$ cat config.mk
export PLATFORM = sky130hd
export DESIGN_NAME = io_pad_arbiter
export DESIGN_NICKNAME = d
export VERILOG_FILES = /design/src/rtl/io_pad_arbiter.sv
export SDC_FILE = /design/constraint.sdc
export NUM_CORES = 1
export LEC_CHECK = 0
export BUFFER_PORTS_ARGS = -buffer_cell sky130_fd_sc_hd__buf_4
export CAP_MARGIN = 20
export CORE_AREA = 2 2 268 270
export CTS_BUF_LIST = sky130_fd_sc_hd__clkbuf_4 sky130_fd_sc_hd__clkbuf_8 sky130_fd_sc_hd__clkbuf_16
export DETAILED_ROUTE_END_ITERATION = 8
export DIE_AREA = 0 0 270 272
export PLACE_DENSITY_LB_ADDON = 0.15
export RECOVER_POWER = 100
export SLEW_MARGIN = 20
export SYNTH_ARGS = -nofsm -noshare
export SYNTH_HDL_FRONTEND = slang
export SYNTH_SLANG_ARGS = --single-unit
$ cat constraint.sdc
create_clock -name wb_clk_i -period 5.3 [get_ports wb_clk_i]
set_clock_uncertainty 0.2 [all_clocks]
set_input_delay 0.265 -clock wb_clk_i [delete_from_list [all_inputs] [get_ports wb_clk_i]]
set_output_delay 0.265 -clock wb_clk_i [all_outputs]
set_load 0.02 [all_outputs]
$ cat src/rtl/io_pad_arbiter.sv
// io_pad_arbiter: shares the 38 user IO pads between NUM_DESIGNS designs, with a guarded owner switch.
// Optional sticky CTRL lock is compiled in when IO_PAD_ARBITER_LOCK_EN is defined.
module io_pad_arbiter #(
   parameter int unsigned NUM_DESIGNS  = 4,
   parameter int unsigned SEL_W        = 2,
   parameter int unsigned GUARD_CYCLES = 16,
   parameter int unsigned RESET_SEL    = 0,
   parameter logic [31:0] BASE_ADR     = 32'h3000_0000
) (
   input  logic                        wb_clk_i,
   input  logic                        wb_rst_ni,
   input  logic                        wbs_cyc_i,
   input  logic                        wbs_stb_i,
   input  logic                        wbs_we_i,
   input  logic [31:0]                 wbs_adr_i,
   input  logic [31:0]                 wbs_dat_i,
   input  logic [3:0]                  wbs_sel_i,
   output logic                        wbs_ack_o,
   output logic [31:0]                 wbs_dat_o,
   input  logic [37:0]                 io_in,
   output logic [37:0]                 io_out,
   output logic [37:0]                 io_oeb,
   input  logic [NUM_DESIGNS*38-1:0]   dsn_io_out,
   input  logic [NUM_DESIGNS*38-1:0]   dsn_io_oeb,
   output logic [NUM_DESIGNS*38-1:0]   dsn_io_in,
   output logic [NUM_DESIGNS-1:0]      dsn_rst_n,
   output logic                        busy_o
);
   localparam int unsigned PADS  = 38;
   localparam int unsigned CNT_W = $clog2(GUARD_CYCLES);

   localparam logic [0:0] ISOLATE = 1'b0;
   localparam logic [0:0] ACTIVE  = 1'b1;

   logic [0:0]       state, state_n;
   logic [CNT_W-1:0] cnt, cnt_n;
   logic [SEL_W-1:0] cur_sel, cur_sel_n;
   logic [SEL_W-1:0] pend_sel, pend_sel_n;
   logic             lock, lock_n;
   logic             req, acc, wr_ctrl, sel_ok, lock_set;
   logic [31:0]      rdata;
   logic             unused_bits;

   // A request is taken only when no ack is outstanding, so a held request is acked every other cycle
   assign req     = wbs_cyc_i & wbs_stb_i & (wbs_adr_i[31:4] == BASE_ADR[31:4]);
   assign acc     = req & ~wbs_ack_o;
   assign wr_ctrl = acc & wbs_we_i & (wbs_adr_i[3:2] == 2'd0);
   assign sel_ok  = wbs_sel_i[0] & (wbs_dat_i[7:0] < 8'(NUM_DESIGNS))
                  & (wbs_dat_i[SEL_W-1:0] != cur_sel) & ~lock;

`ifdef IO_PAD_ARBITER_LOCK_EN
   assign lock_set = wr_ctrl & wbs_sel_i[1] & wbs_dat_i[8];
`else
   assign lock_set = 1'b0;
`endif

   assign unused_bits = ^{wbs_adr_i[1:0], wbs_dat_i[31:8], wbs_sel_i[3:1]};

   // State register
   always_ff @(posedge wb_clk_i or negedge wb_rst_ni) begin
      if (!wb_rst_ni) begin
         state    <= ISOLATE;
         cnt      <= CNT_W'(GUARD_CYCLES - 1);
         cur_sel  <= SEL_W'(RESET_SEL);
         pend_sel <= SEL_W'(RESET_SEL);
         lock     <= 1'b0;
      end else begin
         state    <= state_n;
         cnt      <= cnt_n;
         cur_sel  <= cur_sel_n;
         pend_sel <= pend_sel_n;
         lock     <= lock_n;
      end
   end

   // Next state: count down the guard interval, or start a switch on an accepted CTRL write
   always_comb begin
      state_n    = state;
      cnt_n      = cnt;
      cur_sel_n  = cur_sel;
      pend_sel_n = pend_sel;
      lock_n     = lock | lock_set;
      case (state)
         ISOLATE: begin
            if (cnt == '0) begin
               cur_sel_n = pend_sel;
               state_n   = ACTIVE;
            end else begin
               cnt_n = cnt - CNT_W'(1);
            end
         end
         default: begin
            if (wr_ctrl && sel_ok) begin
               pend_sel_n = wbs_dat_i[SEL_W-1:0];
               cnt_n      = CNT_W'(GUARD_CYCLES - 1);
               state_n    = ISOLATE;
            end
         end
      endcase
   end

   // Register read mux
   always_comb begin
      rdata = '0;
      case (wbs_adr_i[3:2])
         2'd0: begin
            rdata[SEL_W-1:0] = pend_sel;
            rdata[8]         = lock;
         end
         2'd1: begin
            rdata[SEL_W-1:0] = cur_sel;
            rdata[16]        = (state == ISOLATE);
         end
         default: rdata = '0;
      endcase
   end

   // Wishbone ack and read data
   always_ff @(posedge wb_clk_i or negedge wb_rst_ni) begin
      if (!wb_rst_ni) begin
         wbs_ack_o <= 1'b0;
         wbs_dat_o <= '0;
      end else begin
         wbs_ack_o <= acc;
         wbs_dat_o <= acc ? rdata : '0;
      end
   end

   // Pad routing: everything isolated unless ACTIVE, then only the owner's slice is connected
   always_comb begin
      io_out    = '0;
      io_oeb    = '1;
      dsn_io_in = '0;
      dsn_rst_n = '0;
      if (state == ACTIVE) begin
         for (int unsigned k = 0; k < NUM_DESIGNS; k++) begin
            if (cur_sel == SEL_W'(k)) begin
               io_out                   = dsn_io_out[k*PADS +: PADS];
               io_oeb                   = dsn_io_oeb[k*PADS +: PADS];
               dsn_io_in[k*PADS +: PADS] = io_in;
               dsn_rst_n[k]             = 1'b1;
            end
         end
      end
   end

   assign busy_o = (state == ISOLATE);

endmodule
==> impl_metrics.env, run 1 <==
export IMPL_status="complete, but fails checks"
export IMPL_violations="max-capacitance violations, max-slew violations"
export IMPL_hold_path_class="in2reg"
export IMPL_synth_distinct_cells=35
export IMPL_slew_headroom_pct=-9.05
export IMPL_syn_to_final_growth_pct=122
export IMPL_syn_cell_area_mm2=0.00428
export IMPL_num_rows=98
export IMPL_numCtsBuffers=3
export IMPL_worst_setup_path_start_kind="register"
export IMPL_setup_viol=0
export IMPL_clk_latency_ns=0.24
export IMPL_design_area_mm2=0.00952
export IMPL_syn_mean_instance_area_um2=9.66
export IMPL_grt_max_degree=63
export IMPL_maxCapViolations=1
export IMPL_clockRootBuffer="clkbuf_16"
export IMPL_reg2reg_depth=5
export IMPL_synth_flop_cell="dfrtp_1"
export IMPL_dieWidth_um=270
export IMPL_power_frac_clock_pct=21.1
export IMPL_cts_tree="yes"
export IMPL_netlist_instances=443
export IMPL_seqCellArea_um2=334
export IMPL_synth_seq_cells=13
export IMPL_critPathArrivalTime_ns=3.74
export IMPL_post_cts_buffers=0
export IMPL_io_pins=681
export IMPL_hpwl_mm=25.2
export IMPL_yosysTopAreaCell="mux4_2"
export IMPL_multi_input_area_mm2=0.00362
export IMPL_ys_seq_area_share_pct=7.72
export IMPL_cp_max_fo=59
export IMPL_drtIter0Drc=103
export IMPL_timing_final_ws_setup_ns=1.48
export IMPL_io_buffers=622
export IMPL_power_density_mw_per_mm2=73.0
export IMPL_endpoint_kind="register"
export IMPL_synth_edf_count=0
export IMPL_finalCriticalPeriod_ns=3.82
export IMPL_die_area_mm2=0.0734
export IMPL_postRouteWirelength_mm=29.6
export IMPL_fin_nets=1450
export IMPL_finalHoldViolations=0
export IMPL_htree_levels=1
export IMPL_fin_crit_sh_pct=72.1
export IMPL_vias=5805
export IMPL_dp_cells=1978
export IMPL_dpl_cell_area_mm2=0.00993
export IMPL_ys_warnings_count=0
export IMPL_fillCellCount=8265
export IMPL_first_global_vias=6226
export IMPL_clockBufferDepth=2
export IMPL_worstPathRequired_ns=5.22
export IMPL_total_power_mw=0.694
export IMPL_dp_slack_ns=2.17
export IMPL_power_frac_comb_pct=64.5
export IMPL_drv_slew=22
export IMPL_coreArea_mm2=0.0708
export IMPL_yosysTopAreaCellShare_pct=40.0
export IMPL_cts_resized=0
export IMPL_start_util_pct=6.05
export IMPL_rsz0062_at_grt="false"
export IMPL_firstDrtPassIters=4
export IMPL_holdWs_ns=0.0202
export IMPL_antenna_found_initial=2
export IMPL_peakVddDrop_mv=0.103
export IMPL_routedWlPerCell_um=14.9
export IMPL_tightest_slew_ns=1.64
export IMPL_stdcell_count=1985
export IMPL_critPathKind="reg2reg"
export IMPL_synth_area_leaders="mux4_2, and2_1, nand2b_1, dfrtp_1, buf_4"
export IMPL_p_sw_mw=0.219
export IMPL_fmax_ghz=0.262
export IMPL_seq_power_share_pct=14.4
export IMPL_worstHoldPathCells=2
export IMPL_gr_total_overflow=0
export IMPL_globalplace_congestion=0.836
export IMPL_die_h_um=272
export IMPL_p_int_mw=0.475
export IMPL_drive_above_1_share_pct=57.8
export IMPL_grt_pass1_wl_mm=41.4
export IMPL_synth_async_reset_ratio_pct=100
export IMPL_clock_sinks=13
export IMPL_viasPerCell=2.92
export IMPL_antenna_left=0
export IMPL_finalCoreUtilization_pct=13.5
export IMPL_grtUsageTotal_pct=7.39
export IMPL_cts_reportedPaths_clkPinSlew_ns=0.04
export IMPL_drc=0
export IMPL_tns_ns=0
export IMPL_swShare_pct=31.5
export IMPL_power_leakage_nw=4.04
synth_stat cells (2+ instances only):
library cell    n
a21oi_1         3
nor2_1          5
nor3b_1         2
nor4b_1         2
clkbuf_1       30
buf_2          12
nor4_1          5
dfrtp_1         9
buf_4          29
mux2i_1         3
dfstp_2         4
nand2b_1       38
mux4_2         76
inv_1           4
nor4_2          3
mux2_2          4
and3_1          3
and2_1        190
xor2_1          2
nor2b_1         2
nor3_1          3
power by group through the flow:
| stage | clock [mW] | combinational, mW | sequential [mW] |
|---|---|---|---|
| finish | 0.147 | 0.448 | 0.0997 |
| global route | 0.156 | 0.479 | 0.0995 |
| CTS | 0.152 | 0.482 | 0.0996 |
| detailed placement | 0 | 0.480 | 0.101 |
| global placement | 0 | 0.479 | 0.101 |
| floorplan | 0 | 0.172 | 0.101 |
layout by cell type, fill, tap and decap left out, types with 4 or more instances in the layout:
cell type and n:
buf_4 501, clkbuf_1 126, and2_0 105, and2_1 85
mux4_2 76, nand2b_1 38, conb_1 29, dfrtp_1 8
nor4_1 6, nor2_1 5, inv_1 4, mux2_2 4
dfstp_2 4
final cells by class:
| cell class | count | share of cell area (%) |
|---|---|---|
| timing repair buffer | 630 | 44.9 |
| multi-input combinational | 382 | 38.0 |
| tap | 950 | 12.5 |
| sequential | 13 | 3.51 |
| clock buffer | 4 | 0.868 |
| inverter | 4 | 0.158 |
| antenna | 2 | 0.0526 |
per-layer routing:
layer / part of all wire, % / track usage [%]
met5: 0 / 0
met4: 1.2 / 1.11
met3: 8.1 / 1.82
met2: 58 / 15.8
met1: 33 / 7.04
path summary, 6_finish.rpt:
kind	from	end	slack [ns]
min	wbs_adr_i[3]	wbs_dat_o[16]	0.02
max	state	pend_sel[1]	1.48
min reg2reg	cnt[2]	cnt[2]	0.31
max reg2reg	state	pend_sel[1]	1.48
max in group asynchronous	wb_rst_ni	cur_sel[1]	3.92
min in group asynchronous	wb_rst_ni	wbs_dat_o[1]	0.43
sequential cells by signal (all words and copies together), names as in the netlist:
name / count
cnt: 4
cur_sel: 2
pend_sel: 2
state: 1
wbs_ack_o: 1
wbs_dat_o: 3
worst max-delay path, stage by stage (launching register included):
cell and delay (ns):
dfrtp_1 1.17, buf_4 0.69, nor2b_1 0.21, o2111ai_1 0.12, nor4_1 0.85, mux2_2 0.42
cell families (layout without fill, tap and decap cells):
kind of cell | count (synthesis) | count (layout) | synth area share, %
adder cells (fa/ha/maj) | 1 | 1 | 0.292
flip-flops | 13 | 13 | 7.72
XOR/XNOR | 2 | 2 | 0.410
AO/OA/AOI/OAI | 6 | 6 | 0.878
AND/OR/NAND/NOR | 261 | 261 | 39.1
multiplexers | 83 | 83 | 41.8
buffers and inverters | 76 | 638 | 9.74
other | 1 | 31 | 0.0877
what timing repair did:
action,CTS,global route
setup endpoints to repair,0,0
hold buffers,1,0
hold endpoints to repair,13,0
(Power assumes the default switching activity.)
==> run 2, diff against run 1 <==
- CORE_AREA: 2 2 268 270 -> 2 2 267 269
- DIE_AREA: 0 0 270 272 -> 0 0 269 271
- clock period: 5.3 -> 3.46 ns (I/O delays scaled with it)
==> run 2 against run 1 <==
Net effect: the flow now finishes without violations; clock power increased by 54%; critical path depth decreased by 1; sequential power up 53%; clock-buffer cell count is the same; die area shrank 0.74%; global-route usage rose by 0.22 points; sequential cell count did not move; design area is 0.30% higher; routed wire length up 4.8%; first-iteration DRC count rose by 73%.
==> impl_metrics.env, run 2 (same netlist as run 1, synthesis figures left out) <==
export IMPL_crit_chain="clkbuf_4 > mux4_2 > nand2b_1 > clkbuf_1"
export IMPL_fmax_ghz=0.326
export IMPL_hpwl_mm=26.0
export IMPL_finalCriticalPeriod_ns=3.06
export IMPL_crit_start="cur_sel[1]"
export IMPL_cts_resized=0
export IMPL_dp_cells=1970
export IMPL_cpPeakStageDelay_ns=0.83
export IMPL_grtUsageTotal_pct=7.62
export IMPL_drtIter0Drc=178
export IMPL_design_area_mm2=0.00955
export IMPL_reg2reg_depth=4
export IMPL_fin_crit_sh_pct=88.5
export IMPL_grt_max_degree=77
export IMPL_layout_commonest_cell="buf_4"
export IMPL_cts_tree="yes"
export IMPL_fillCellCount=8065
export IMPL_crit_cells=4
export IMPL_holdWs_ns=0.0473
export IMPL_power_density_mw_per_mm2=112
export IMPL_io_pins=681
export IMPL_critPathKind="reg2out"
export IMPL_p_int_mw=0.733
export IMPL_setup_viol=0
export IMPL_stdcell_count=1980
export IMPL_worstHoldPathCells=2
export IMPL_gr_total_overflow=0
export IMPL_regMostFlops="cnt"
export IMPL_power_leakage_nw=4.06
export IMPL_drv_slew=0
export IMPL_post_cts_buffers=0
export IMPL_status="completed"
export IMPL_slew_headroom_pct=21.9
export IMPL_start_util_pct=6.13
export IMPL_min_from="wbs_adr_i[2]"
export IMPL_firstDrtPassIters=4
export IMPL_postCtsHoldBufs=4
export IMPL_hold_path_class="in2reg"
export IMPL_rsz0062_at_grt="false"
export IMPL_top_regs="cnt (4), wbs_dat_o (3)"
export IMPL_r2r_start="cur_sel[1]"
export IMPL_endpoint_kind="output pin"
export IMPL_cp_max_fo=44
export IMPL_finalHoldViolations=0
export IMPL_swShare_pct=31.6
export IMPL_htree_levels=1
export IMPL_power_frac_clock_pct=21.1
export IMPL_critPathArrivalTime_ns=2.69
export IMPL_min_delay_worst_endpoint="wbs_dat_o[16]"
export IMPL_io_buffers=622
export IMPL_power_frac_comb_pct=64.7
export IMPL_p_sw_mw=0.339
export IMPL_dieWidth_um=269
export IMPL_coreArea_mm2=0.0698
export IMPL_tightest_slew_ns=1.16
export IMPL_vias=5886
export IMPL_peakVddDrop_mv=0.109
export IMPL_antenna_left=0
export IMPL_postRouteWirelength_mm=31.0
export IMPL_antenna_found_initial=1
export IMPL_final_cell_mix="buf_4, clkbuf_1, and2_0, and2_1, mux4_2"
export IMPL_clockBufferDepth=2
export IMPL_globalplace_congestion=0.771
export IMPL_clockRootBuffer="clkbuf_16"
export IMPL_dpl_cell_area_mm2=0.00995
export IMPL_die_area_mm2=0.0729
export IMPL_drive_above_1_share_pct=57.9
export IMPL_drc=0
export IMPL_r2r_end="pend_sel[1]"
export IMPL_largest_reg_flops=4
export IMPL_fin_nets=1455
export IMPL_total_power_mw=1.07
export IMPL_cts_reportedPaths_clkPinSlew_ns=0.05
export IMPL_first_global_vias=6232
export IMPL_numCtsBuffers=3
export IMPL_die_h_um=271
export IMPL_grt_pass1_wl_mm=41.3
export IMPL_clk_latency_ns=0.24
export IMPL_seq_power_share_pct=14.2
export IMPL_worst_setup_path_start_kind="register"
export IMPL_maxCapViolations=0
export IMPL_regToRegSetupSlack_ns=0.61
export IMPL_cpLargestDelayFamily="buffers and inverters"
export IMPL_viasPerCell=2.97
export IMPL_routedWlPerCell_um=15.7
export IMPL_syn_to_final_growth_pct=123
export IMPL_tns_ns=0
export IMPL_worstPathRequired_ns=3.09
export IMPL_critPathSlowestCell="dfrtp_4"
export IMPL_num_rows=97
export IMPL_clock_sinks=13
export IMPL_cp_buffers_inverters=2
## run 2: changes by cell type in the layout (fill, tap and decap cells not counted), sizes merged
cell / before / now
clkbuf: 131 / 136
buf: 502 / 499
dlygate4sd3: 1 / 4
## run 2: routing by layer
layer | wire [µm] | GRT usage, %
met1 | 9890 | 7.26
met2 | 17800 | 16.4
met3 | 3190 | 1.78
met4 | 125 | 0.643
met5 | 0 | 0
## run 2: metrics by stage
step           utilization (%)  setup slack (ns)
2_1_floorplan                -              1.50
3_3_place_gp              14.3             0.816
3_5_place_dp              14.3             0.804
4_1_cts                   14.4             0.532
5_1_grt                   13.7             0.222
6_report                  13.7             0.396
## run 2: how the worst max path moves through the flow
| stage | endpoint | slack, ns |
|---|---|---|
| 6_report | io_oeb[6] | 0.40 |
| 5_1_grt | io_out[4] | 0.22 |
| 4_1_cts | io_out[8] | 0.53 |
| 3_5_place_dp | io_oeb[4] | 0.80 |
| 3_3_place_gp | io_out[24] | 0.82 |
| 2_1_floorplan | dsn_io_in[100] | 1.50 |
## run 2: power by group through the flow
stage,clock [mW],sequential [mW],combinational (mW)
after detailed placement,0,0.155,0.736
after global routing,0.240,0.152,0.741
final,0.226,0.153,0.693
after floorplan,0,0.155,0.263
after global placement,0,0.155,0.732
after CTS,0.232,0.153,0.742
## run 2: worst register-to-register path, cell delays in order (launching register included)
cell	delay, ns
dfrtp_4	0.83
xor2_1	0.21
o2111ai_1	0.16
nor4_1	0.91
mux2_2	0.42
## run 2: final cells by class
type / instances / area [µm²] / area share [%]
antenna: 2 / 5.00 / 0.0524
inverter: 4 / 15.0 / 0.157
sequential: 13 / 338 / 3.54
timing repair buffer: 635 / 4320 / 45.2
clock buffer: 4 / 82.6 / 0.865
multi-input combinational: 382 / 3610 / 37.8
tap: 940 / 1180 / 12.3
